$ cat src/rtl/pong_pkg.sv
// Shared encodings for the pong match controller, score display and game module.
package pong_pkg;

  localparam int SCORE_W = 4;
  localparam int SPEED_W = 2;
  localparam int HITS_W  = 8;

  typedef enum logic [2:0] {
    ST_IDLE      = 3'd0,
    ST_SERVE     = 3'd1,
    ST_PLAY      = 3'd2,
    ST_POINT     = 3'd3,
    ST_GAME_OVER = 3'd4
  } state_e;

  // Bit positions in the edge-detector bank.
  localparam int EV_START = 0;
  localparam int EV_HIT1  = 1;
  localparam int EV_HIT2  = 2;
  localparam int EV_MISS1 = 3;
  localparam int EV_MISS2 = 4;
  localparam int EV_PAUSE = 5;

  function automatic logic [HITS_W-1:0] sat_inc_hits(input logic [HITS_W-1:0] v);
    return (&v) ? v : v + 1'b1;
  endfunction

endpackage

$ cat src/rtl/pong_event_edge.sv
// Rising-edge detector for one level input; the previous value is registered.
module pong_event_edge (
  input  logic clk,
  input  logic rst_n,
  input  logic in_i,
  output logic rise_o
);

  logic prev_q;

  always_ff @(posedge clk or negedge rst_n) begin
    if (!rst_n) prev_q <= 1'b0;
    else        prev_q <= in_i;
  end

  assign rise_o = in_i & ~prev_q;

endmodule

$ cat src/rtl/pong_match_controller.sv
// Pong match sequencer: serve, rally, point, game-over, with scores and rally speed.
// Optional pause input and paused flag when PONG_PAUSE_EN is defined.
module pong_match_controller
  import pong_pkg::*;
#(
  parameter int WIN_SCORE        = 7,
  parameter int SERVE_FRAMES     = 60,
  parameter int POINT_FRAMES     = 63,
  parameter int HITS_PER_SPEEDUP = 4,
  parameter int MAX_SPEED        = 3
) (
  input  logic               clk,
  input  logic               rst_n,
  input  logic               frame_tick,
  input  logic               start,
  input  logic               hit1,
  input  logic               hit2,
  input  logic               miss1,
  input  logic               miss2,
`ifdef PONG_PAUSE_EN
  input  logic               pause,
`endif
  output logic [SCORE_W-1:0] score1,
  output logic [SCORE_W-1:0] score2,
  output logic [SPEED_W-1:0] speed_level,
  output logic               ball_enable,
  output logic               serve_req,
  output logic               serve_dir,
  output logic               game_over,
  output logic               winner,
  output logic [2:0]         state
);

`ifdef PONG_PAUSE_EN
  localparam int NUM_EV = 6;
`else
  localparam int NUM_EV = 5;
`endif
  localparam logic [SCORE_W-1:0] WIN        = SCORE_W'(WIN_SCORE);
  localparam logic [7:0]         SERVE_LAST = 8'(SERVE_FRAMES - 1);
  localparam logic [7:0]         POINT_LAST = 8'(POINT_FRAMES - 1);

  logic [NUM_EV-1:0] ev_in, ev;

  assign ev_in[EV_START] = start;
  assign ev_in[EV_HIT1]  = hit1;
  assign ev_in[EV_HIT2]  = hit2;
  assign ev_in[EV_MISS1] = miss1;
  assign ev_in[EV_MISS2] = miss2;
`ifdef PONG_PAUSE_EN
  assign ev_in[EV_PAUSE] = pause;
`endif

  for (genvar g = 0; g < NUM_EV; g++) begin : g_edge
    pong_event_edge u_edge (
      .clk   (clk),
      .rst_n (rst_n),
      .in_i  (ev_in[g]),
      .rise_o(ev[g])
    );
  end

  state_e             state_q, state_d;
  logic [7:0]         cnt_q, cnt_d;
  logic [SCORE_W-1:0] s1_q, s1_d, s2_q, s2_d;
  logic [HITS_W-1:0]  hits_q, hits_d, speed_raw;
  logic [SPEED_W-1:0] speed_q, speed_d;
  logic               dir_q, dir_d, win_q, win_d, req_q, req_d;
  logic               paused, tick, hit_e, m1_e, m2_e;

  always_comb begin
    state_d = state_q;
    cnt_d   = cnt_q;
    s1_d    = s1_q;
    s2_d    = s2_q;
    hits_d  = hits_q;
    dir_d   = dir_q;
    win_d   = win_q;
    tick    = frame_tick & ~paused;
    hit_e   = (ev[EV_HIT1] | ev[EV_HIT2]) & ~paused;
    m1_e    = ev[EV_MISS1] & ~paused;
    m2_e    = ev[EV_MISS2] & ~paused;

    unique case (state_q)
      ST_IDLE: begin
        if (ev[EV_START]) begin
          s1_d    = '0;
          s2_d    = '0;
          state_d = ST_SERVE;
        end
      end
      ST_SERVE: begin
        if (tick) begin
          if (cnt_q == SERVE_LAST) state_d = ST_PLAY;
          else                     cnt_d   = cnt_q + 8'd1;
        end
      end
      ST_PLAY: begin
        // Simultaneous misses are a let; a miss always beats a hit.
        if (m1_e && m2_e) begin
          state_d = ST_SERVE;
        end else if (m1_e) begin
          s2_d    = (s2_q == WIN) ? s2_q : s2_q + 1'b1;
          dir_d   = 1'b1;
          state_d = ST_POINT;
        end else if (m2_e) begin
          s1_d    = (s1_q == WIN) ? s1_q : s1_q + 1'b1;
          dir_d   = 1'b0;
          state_d = ST_POINT;
        end else if (hit_e) begin
          hits_d  = sat_inc_hits(hits_q);
        end
      end
      ST_POINT: begin
        if (tick) begin
          if (cnt_q == POINT_LAST) begin
            // serve_dir still names the scorer: 1 means player 2 took the point.
            if ((dir_q ? s2_q : s1_q) == WIN) begin
              state_d = ST_GAME_OVER;
              win_d   = dir_q;
            end else begin
              state_d = ST_SERVE;
            end
          end else begin
            cnt_d = cnt_q + 8'd1;
          end
        end
      end
      ST_GAME_OVER: begin
        if (ev[EV_START]) begin
          s1_d    = '0;
          s2_d    = '0;
          dir_d   = 1'b0;
          state_d = ST_SERVE;
        end
      end
      default: state_d = ST_IDLE;
    endcase

    if (state_d != state_q) cnt_d = '0;
    req_d = (state_d == ST_SERVE) && (state_q != ST_SERVE);
    if (req_d) hits_d = '0;
    speed_raw = hits_d / HITS_W'(HITS_PER_SPEEDUP);
    speed_d   = (speed_raw >= HITS_W'(MAX_SPEED)) ? SPEED_W'(MAX_SPEED)
                                                   : speed_raw[SPEED_W-1:0];
  end

`ifdef PONG_PAUSE_EN
  logic paused_q, paused_d;

  always_comb begin
    paused_d = paused_q;
    if (state_d == ST_GAME_OVER)
      paused_d = 1'b0;
    else if (ev[EV_PAUSE] &&
             (state_q == ST_SERVE || state_q == ST_PLAY || state_q == ST_POINT))
      paused_d = ~paused_q;
  end

  always_ff @(posedge clk or negedge rst_n) begin
    if (!rst_n) paused_q <= 1'b0;
    else        paused_q <= paused_d;
  end

  assign paused = paused_q;
`else
  assign paused = 1'b0;
`endif

  always_ff @(posedge clk or negedge rst_n) begin
    if (!rst_n) begin
      state_q <= ST_IDLE;
      cnt_q   <= '0;
      s1_q    <= '0;
      s2_q    <= '0;
      hits_q  <= '0;
      speed_q <= '0;
      dir_q   <= 1'b0;
      win_q   <= 1'b0;
      req_q   <= 1'b0;
    end else begin
      state_q <= state_d;
      cnt_q   <= cnt_d;
      s1_q    <= s1_d;
      s2_q    <= s2_d;
      hits_q  <= hits_d;
      speed_q <= speed_d;
      dir_q   <= dir_d;
      win_q   <= win_d;
      req_q   <= req_d;
    end
  end

  assign score1      = s1_q;
  assign score2      = s2_q;
  assign speed_level = speed_q;
  assign ball_enable = (state_q == ST_PLAY) & ~paused;
  assign serve_req   = req_q;
  assign serve_dir   = dir_q;
  assign game_over   = (state_q == ST_GAME_OVER);
  assign winner      = win_q;
  assign state       = state_q;

endmodule

$ cat config.mk
export PLATFORM = sky130hd
export DESIGN_NAME = pong_match_controller
export DESIGN_NICKNAME = d
export VERILOG_FILES = /design/src/rtl/pong_pkg.sv /design/src/rtl/pong_event_edge.sv /design/src/rtl/pong_match_controller.sv
export SDC_FILE = /design/constraint.sdc
export NUM_CORES = 1
export LEC_CHECK = 0
export BUFFER_PORTS_ARGS = -buffer_cell sky130_fd_sc_hd__buf_2
export CORE_ASPECT_RATIO = 0.75
export CORE_MARGIN = 5
export CORE_UTILIZATION = 57
export DETAILED_ROUTE_END_ITERATION = 6
export PLACE_DENSITY = 0.85
export SYNTH_ARGS = -nofsm -noshare
export SYNTH_HDL_FRONTEND = slang
export SYNTH_SLANG_ARGS = --single-unit
export TNS_END_PERCENT = 30
$ cat constraint.sdc
create_clock -name clk -period 3.2 [get_ports clk]
set_clock_uncertainty 0.2 [all_clocks]
set_input_delay 0.32 -clock clk [delete_from_list [all_inputs] [get_ports clk]]
set_output_delay 0.32 -clock clk [all_outputs]
set_load 0.02 [all_outputs]
==> results of run 1 <==
## flip-flops by register name, indices dropped and copies added (netlist names)
signal                count
g_edge.u_edge.prev_q      5
score2                    4
serve_req                 1
serve_dir                 1
score1                    4
state                     3
speed_level               2
winner                    1
hits_q                    8
cnt_q                     8
## repair_timing
action / 4_1_cts / 5_1_grt
setup buffers: 0 / 0
endpoints found under the setup margin: 0 / 0
hold endpoints to repair: 42 / 0
hold buffers: 6 / 0
resized for setup: 0 / 0
## worst max path at each step
stage                     slack [ps]        endpoint  cells after the start
after floorplan                  650        cnt_q[1]                      6
after global placement           720       hits_q[7]                      5
after detailed placement         690       hits_q[7]                      5
after CTS                        670  speed_level[0]                      5
after global routing             420  speed_level[0]                      5
final                            620  speed_level[0]                      5
## stage by stage
step,utilization,setup slack [ps],cells
finish,0.6713,622.5,295
global route,0.6713,423.5,295
CTS,0.6713,668.7,295
detailed placement,0.6316,693.9,281
global placement,0.6316,720.4,281
floorplan,-,653.7,207
## critical path: cells and delay by family, from the launching register on
| family | cells | cell delay, ps |
|---|---|---|
| AO/OA/AOI/OAI | 2 | 440 |
| AND/OR/NAND/NOR | 2 | 880 |
| flip-flops | 1 | 630 |
| multiplexers | 1 | 290 |
## layout make-up
| type | count | area share |
|---|---|---|
| Sequential cell | 37 | 0.3842 |
| Clock inverter | 2 | 0.004154 |
| Tap cell | 52 | 0.02700 |
| Timing Repair Buffer | 32 | 0.07996 |
| Multi-Input combinational cell | 159 | 0.4637 |
| Clock buffer | 6 | 0.03011 |
| Inverter | 7 | 0.01090 |
## cells by family (layout without fill, tap and decap cells)
kind of cell    count (synthesis)  after routing
mux                             3              3
simple gates                   98             98
compound gates                 41             41
flops                          37             37
fa+ha+maj                       5              5
xor+xnor                       12             12
buf+inv                        11             47
## synthesized netlist by cell type, drive strengths merged, types with 3 or more instances
cell type | n | area (um2)
ha | 5 | 62.56
mux2i | 3 | 30.03
nand2 | 16 | 60.06
nor3b | 5 | 53.80
dfrtp | 37 | 925.9
a211oi | 3 | 27.52
nor4 | 3 | 18.77
nand3 | 6 | 30.03
nor2 | 18 | 67.56
nand4 | 4 | 25.02
o21ai | 12 | 60.06
xnor2 | 12 | 105.1
nor3 | 15 | 80.08
a21oi | 9 | 45.04
inv | 7 | 26.28
nor2b | 9 | 56.30
a41oi | 3 | 26.28
nand2b | 4 | 25.02
nor4b | 4 | 50.05
## power groups by stage
stage               clock [mW]  combinational, mW  sequential (mW)
floorplan                    0              0.298            0.667
global route             0.349              0.471            0.670
CTS                      0.324              0.432            0.653
global placement             0              0.417            0.652
detailed placement           0              0.423            0.660
finish                   0.313              0.428            0.654
## routing by layer
metal | wire length [um] | global-route usage | part of all wire
met3 | 206 | 0.06196 | 0.048
met4 | 58 | 0.06962 | 0.013
met2 | 1777 | 0.2624 | 0.41
met5 | 0 | 0 | 0
met1 | 2289 | 0.2994 | 0.53
==> key figures, run 1 <==
Status
  • Status: finished, final reports clean

Pwr
  • Pwr Density: 579.0 mW/mm2
  • Clock group share of total power: 0.224
  • Int Pwr: 874.8 uW
  • Power Total: 1.395 mW
  • Switch Pwr: 520.4 uW
  • Combinational share of power: 0.307
  • Sequential share of power: 0.469
  • Sw Share: 0.3730
  • Leak Pwr: 0.9971 nW
  • VDD IR-drop max: 0.5110 mV

STA
  • Relative max-transition margin: 0.4626
  • Worst hold margin: 320.4 ps
  • Fin crit period: 2577 ps
  • Slew Limit Fails: 0
  • Setup TNS Final: 0 ps
  • Final setup fails: 0
  • Fin. Hold Viols: 0
  • Slew of the pin with the lowest slew margin: 806.1 ps
  • RSZ-0062 raised after global routing: false
  • Max Clock Freq: 388.0 MHz
  • Final worst-path cycle share: 0.8055

Clock network
  • CTS Buf Count: 5
  • Max clock buf depth: 2
  • Clk sinks: 37
  • CTS tree: built
  • Root Driver: clkbuf_8
  • CTS H-tree lvls: 2
  • Worst-skew pair later-pin latency: 290 ps
  • Clk slew on worst S/H paths: 70 ps

Synthesis
  • Ys async rst share: 1.000
  • Sequential area share after synthesis: 0.4423
  • Avg Cell Area, Syn: 10.11 um2
  • Synth unique cells: 50
  • Post-synthesis mux area share: 0.01435
  • Post-Syn Area: 0.002093 mm2
  • Syn Nets: 220
  • Post-synth EDFFs: 0
  • Post-synthesis adder-cell area fraction: 0.02989
  • Synth Warn #: 0
  • Dominant register cell in the synthesized netlist: dfrtp_1
  • Largest family of logic cells by synthesized area: simple AND/OR/NAND/NOR gates
  • Simple-gate share of the synthesized area: 0.2869
  • Post-synthesis xor/xnor area fraction: 0.05021
  • Post-synthesis compound-gate area fraction: 0.1524
  • Yosys reg bits: 37
  • Cell count after synthesis: 207

Die
  • Die ar.: 0.004997 mm2
  • Core area: 0.003590 mm2
  • IO Pins: 26
  • Die Span Y: 62.48 um
  • Row cnt: 19
  • Initial core utilization: 0.5831
  • Die width: 79.98 um

Worst setup path
  • Crit path from: state[1]
  • Slowest stage delay, CP: 630 ps
  • Worst flop-to-flop path endpoint: speed_level[0]
  • Arr. time, crit path: 2530 ps
  • Critical path, cell by cell: nor3b_4, o2111ai_2, nor3_1, mux2i_1, a41oi_1
  • Crit path launch type: register
  • Origin of the critical flop-to-flop path: state[1]
  • Slowest-stage cell, CP: dfrtp_1
  • Critical path endpoint category: register
  • Setup CP Type: register to register
  • CP required: 3150 ps
  • R2r setup slk: 620 ps
  • Worst reg2reg path depth: 5
  • Crit Path Max Fanout: 13

GRT
  • GRT Total Usage: 0.1979
  • Vias in the first global route: 1601
  • Largest net degree at the start of global routing: 38
  • Initial antenna violation count: 0
  • First-pass GRT wire length: 7686 um
  • GR Overflow Total: 0

Final layout
  • Multi-input combinational cell area: 0.001117 mm2
  • Fill cells: 305
  • Layout cells sized above 1: 0.1934
  • Storage element area: 925.9 um2
  • Commonest non-fill, non-tap cell in the layout: dfrtp_1
  • Final #Nets: 255
  • N_diodes: 0
  • Area growth syn-to-layout: 15.12%
  • Final instance area: 0.002410 mm2
  • Commonest non-fill, non-tap cells in the layout: dfrtp_1, buf_2, nor2_1

Placement
  • RD Place Congestion: 0.9010
  • PortBufs: 25
  • Dpl hpwl: 3048 um
  • Area after DPL: 0.002267 mm2

Flow run
  • Max-Cap Viols: 0

Min path
  • Min-Delay Endpoint: score2[3]
  • HP Class: register to register
  • HP Start: score2[3]
  • WHS Path Cells: 1

Detailed routing
  • DR vias: 1670
  • Pre-antenna DRT Iters: 4
  • Detailed-route wire length: 4332 um
  • Post-route antenna net violation count: 0
  • Via density: 5.661
  • DR DRC count: 0
  • WL/cell: 14.68 um
  • Drt initial violations: 178
No activity file was read; power rests on OpenSTA's default activity.
==> run 2, diff against run 1 <==
==> constraint.sdc (replaced) <==
create_clock -name clk -period 2.4 [get_ports clk]
set_clock_uncertainty 0.2 [all_clocks]
set_input_delay 0.24 -clock clk [delete_from_list [all_inputs] [get_ports clk]]
set_output_delay 0.24 -clock clk [all_outputs]
set_load 0.02 [all_outputs]
==> run 2 against run 1 <==
Highest routed layer unchanged. Core utilization grew 2.3 points. Global-route usage rose by 0.74 points. Power increased by 40%. Clock power up 37%. Die area unchanged. Critical endpoint is now cnt_q[3].
==> key figures, run 2 (synthesized netlist as in run 1, its figures left out) <==
Clock network
  • Root Driver: clkbuf_8
  • Clk sinks: 37 (unchanged)
  • CTS Buf Count: 5 (unchanged)
  • Clk slew on worst S/H paths: 70 ps (about the same)
  • CTS H-tree lvls: 2 (unchanged)
  • Post-CTS Setup Bufs: 0 (unchanged)
  • Worst-skew pair later-pin latency: 300 ps (about the same)
  • CTS tree: built
  • Max clock buf depth: 2 (unchanged)

GRT
  • GRT Total Usage: 0.2053 (+0.007426)
  • GR Overflow Total: 0 (unchanged)
  • Vias in the first global route: 1725 (+7.7%)
  • Initial antenna violation count: 0 (unchanged)
  • Largest net degree at the start of global routing: 38 (unchanged)
  • First-pass GRT wire length: 8100 um (+5.4%)

Worst setup path
  • Crit path launch type: register
  • Critical path endpoint category: register
  • Arr. time, crit path: 2310 ps (-220 ps)
  • CP required: 2400 ps (-750 ps)
  • Crit Path Max Fanout: 8 (-5)
  • Setup CP Type: register to register

Pwr
  • Int Pwr: 1.225 mW (+40%)
  • Leak Pwr: 1.036 nW (+3.9%)
  • Combinational share of power: 0.355 (+0.048)
  • Sw Share: 0.3707 (-0.002215)
  • VDD IR-drop max: 0.7477 mV (+46%)
  • Switch Pwr: 721.9 uW (+39%)
  • Sequential share of power: 0.424 (-0.045)
  • Pwr Density: 780.8 mW/mm2 (+35%)
  • Clock group share of total power: 0.221 (-0.003)

STA
  • Slew Limit Fails: 0 (unchanged)
  • Fin. Hold Viols: 0 (unchanged)
  • RSZ-0062 raised after global routing: true
  • Fin crit period: 2313 ps (-264.5 ps)
  • Max Clock Freq: 432.3 MHz (+11%)
  • Final setup fails: 0 (unchanged)
  • Worst hold margin: 231.9 ps (-88.46 ps)
  • Relative max-transition margin: 0.4579 (-0.004780)
  • Final worst-path cycle share: 0.9638 (+0.1583)
  • Slew of the pin with the lowest slew margin: 813.2 ps (+7.170 ps)

Final layout
  • Area growth syn-to-layout: 19.13%
  • Final instance area: 0.002494 mm2 (+3.5%)
  • Commonest non-fill, non-tap cells in the layout: dfrtp_1, buf_2, nor2_1
  • Top Registers: cnt_q x8, hits_q x8, g_edge.u_edge.prev_q x5
  • Final #Nets: 264 (+3.5%)
  • Layout cells sized above 1: 0.2302 (+0.03674)
  • Commonest non-fill, non-tap cell in the layout: dfrtp_1
  • N_diodes: 0 (unchanged)

Detailed routing
  • Pre-antenna DRT Iters: 4 (unchanged)
  • Via density: 5.816 (+2.7%)
  • DR vias: 1768 (+5.9%)
  • Drt initial violations: 120 (-33%)
  • WL/cell: 15.19 um (+3.5%)
  • DR DRC count: 0 (unchanged)
  • Post-route antenna net violation count: 0 (unchanged)
  • Detailed-route wire length: 4619 um (+6.6%)

Placement
  • RD Place Congestion: 0.8588 (-4.7%)
  • PortBufs: 25 (unchanged)
  • Area after DPL: 0.002340 mm2 (+3.2%)
  • Dpl hpwl: 3230 um (+6.0%)

Flow run
  • Max-Cap Viols: 0 (unchanged)

Die
  • Die Span Y: 62.48 um (unchanged)
  • Die ar.: 0.004997 mm2 (unchanged)
  • Die width: 79.98 um (unchanged)
  • IO Pins: 26 (unchanged)
  • Row cnt: 19 (unchanged)
  • Core area: 0.003590 mm2 (unchanged)
  • Initial core utilization: 0.5831 (unchanged)

Status
  • Status: finished, final reports clean

Min path
  • HP Class: primary input to register
[run 2: cell types whose count changed in the layout (fill, tap and decap cells not counted), sizes merged]
cell	delta
buf	+9
clkbuf	+2
clkinv	-2
[run 2: area by class of cell]
type / instances / area, um2
timing repair buffer: 41 / 260.3
multi-input combinational: 159 / 1136
inverter: 7 / 26.28
fill: 273 / 1096
sequential: 37 / 925.9
clock buffer: 8 / 80.08
tap: 52 / 65.06
[run 2: per-layer routing]
metal  global-route usage  part of all wire  vias up
li1                     -                 -      847
met1               0.2947              0.49      860
met2               0.2986              0.44       54
met3              0.04899             0.058        7
met4              0.07806             0.016        0
met5                    0                 0        -
[run 2: power groups by stage]
stage / clock [mW] / sequential [mW] / combinational, mW
3_3_place_gp: 0 / 0.829 / 0.661
3_5_place_dp: 0 / 0.835 / 0.675
4_1_cts: 0.433 / 0.826 / 0.690
6_report: 0.430 / 0.826 / 0.692
5_1_grt: 0.465 / 0.845 / 0.773
2_1_floorplan: 0 / 0.889 / 0.399
[run 2: final timing paths]
check	from	end	slack, ps	depth (start not counted)
setup / recovery	cnt_q[7]	cnt_q[3]	90	5
hold / removal	frame_tick	state[1]	230	3
setup reg to reg	cnt_q[7]	cnt_q[3]	90	5
hold reg to reg	score2[3]	score2[3]	330	1
max in group asynchronous	rst_n	cnt_q[2]	1110	2
min in group asynchronous	rst_n	score2[1]	370	2
[run 2: stage by stage]
step / instances / worst slack (ps) / total power [mW] / TNS [ps] / util
3_5_place_dp: 290 / 12.20 / 1.510 / 0 / 0.6518
2_1_floorplan: 207 / 0.6881 / 1.287 / 0 / -
6_report: 304 / 87.00 / 1.947 / 0 / 0.6947
4_1_cts: 304 / 6.413 / 1.949 / 0 / 0.6922
3_3_place_gp: 290 / 105.7 / 1.490 / 0 / 0.6518
5_1_grt: 304 / -34.89 / 2.083 / -123.5 / 0.6947
[run 2: worst max-delay path, stage by stage, from the launching register on]
cell and delay (ps):
dfrtp_1 400, nand4bb_4 260, or4b_4 550, a221oi_4 320, a22oi_2 220, nor3_1 260
[run 2: what timing repair did]
action / in CTS / in global routing
gates resized for setup: 1 / 2
endpoints found under the hold margin: 42 / 0
hold buffers: 6 / 0
pin swaps: 0 / 4
endpoints found under the setup margin: 1 / 9
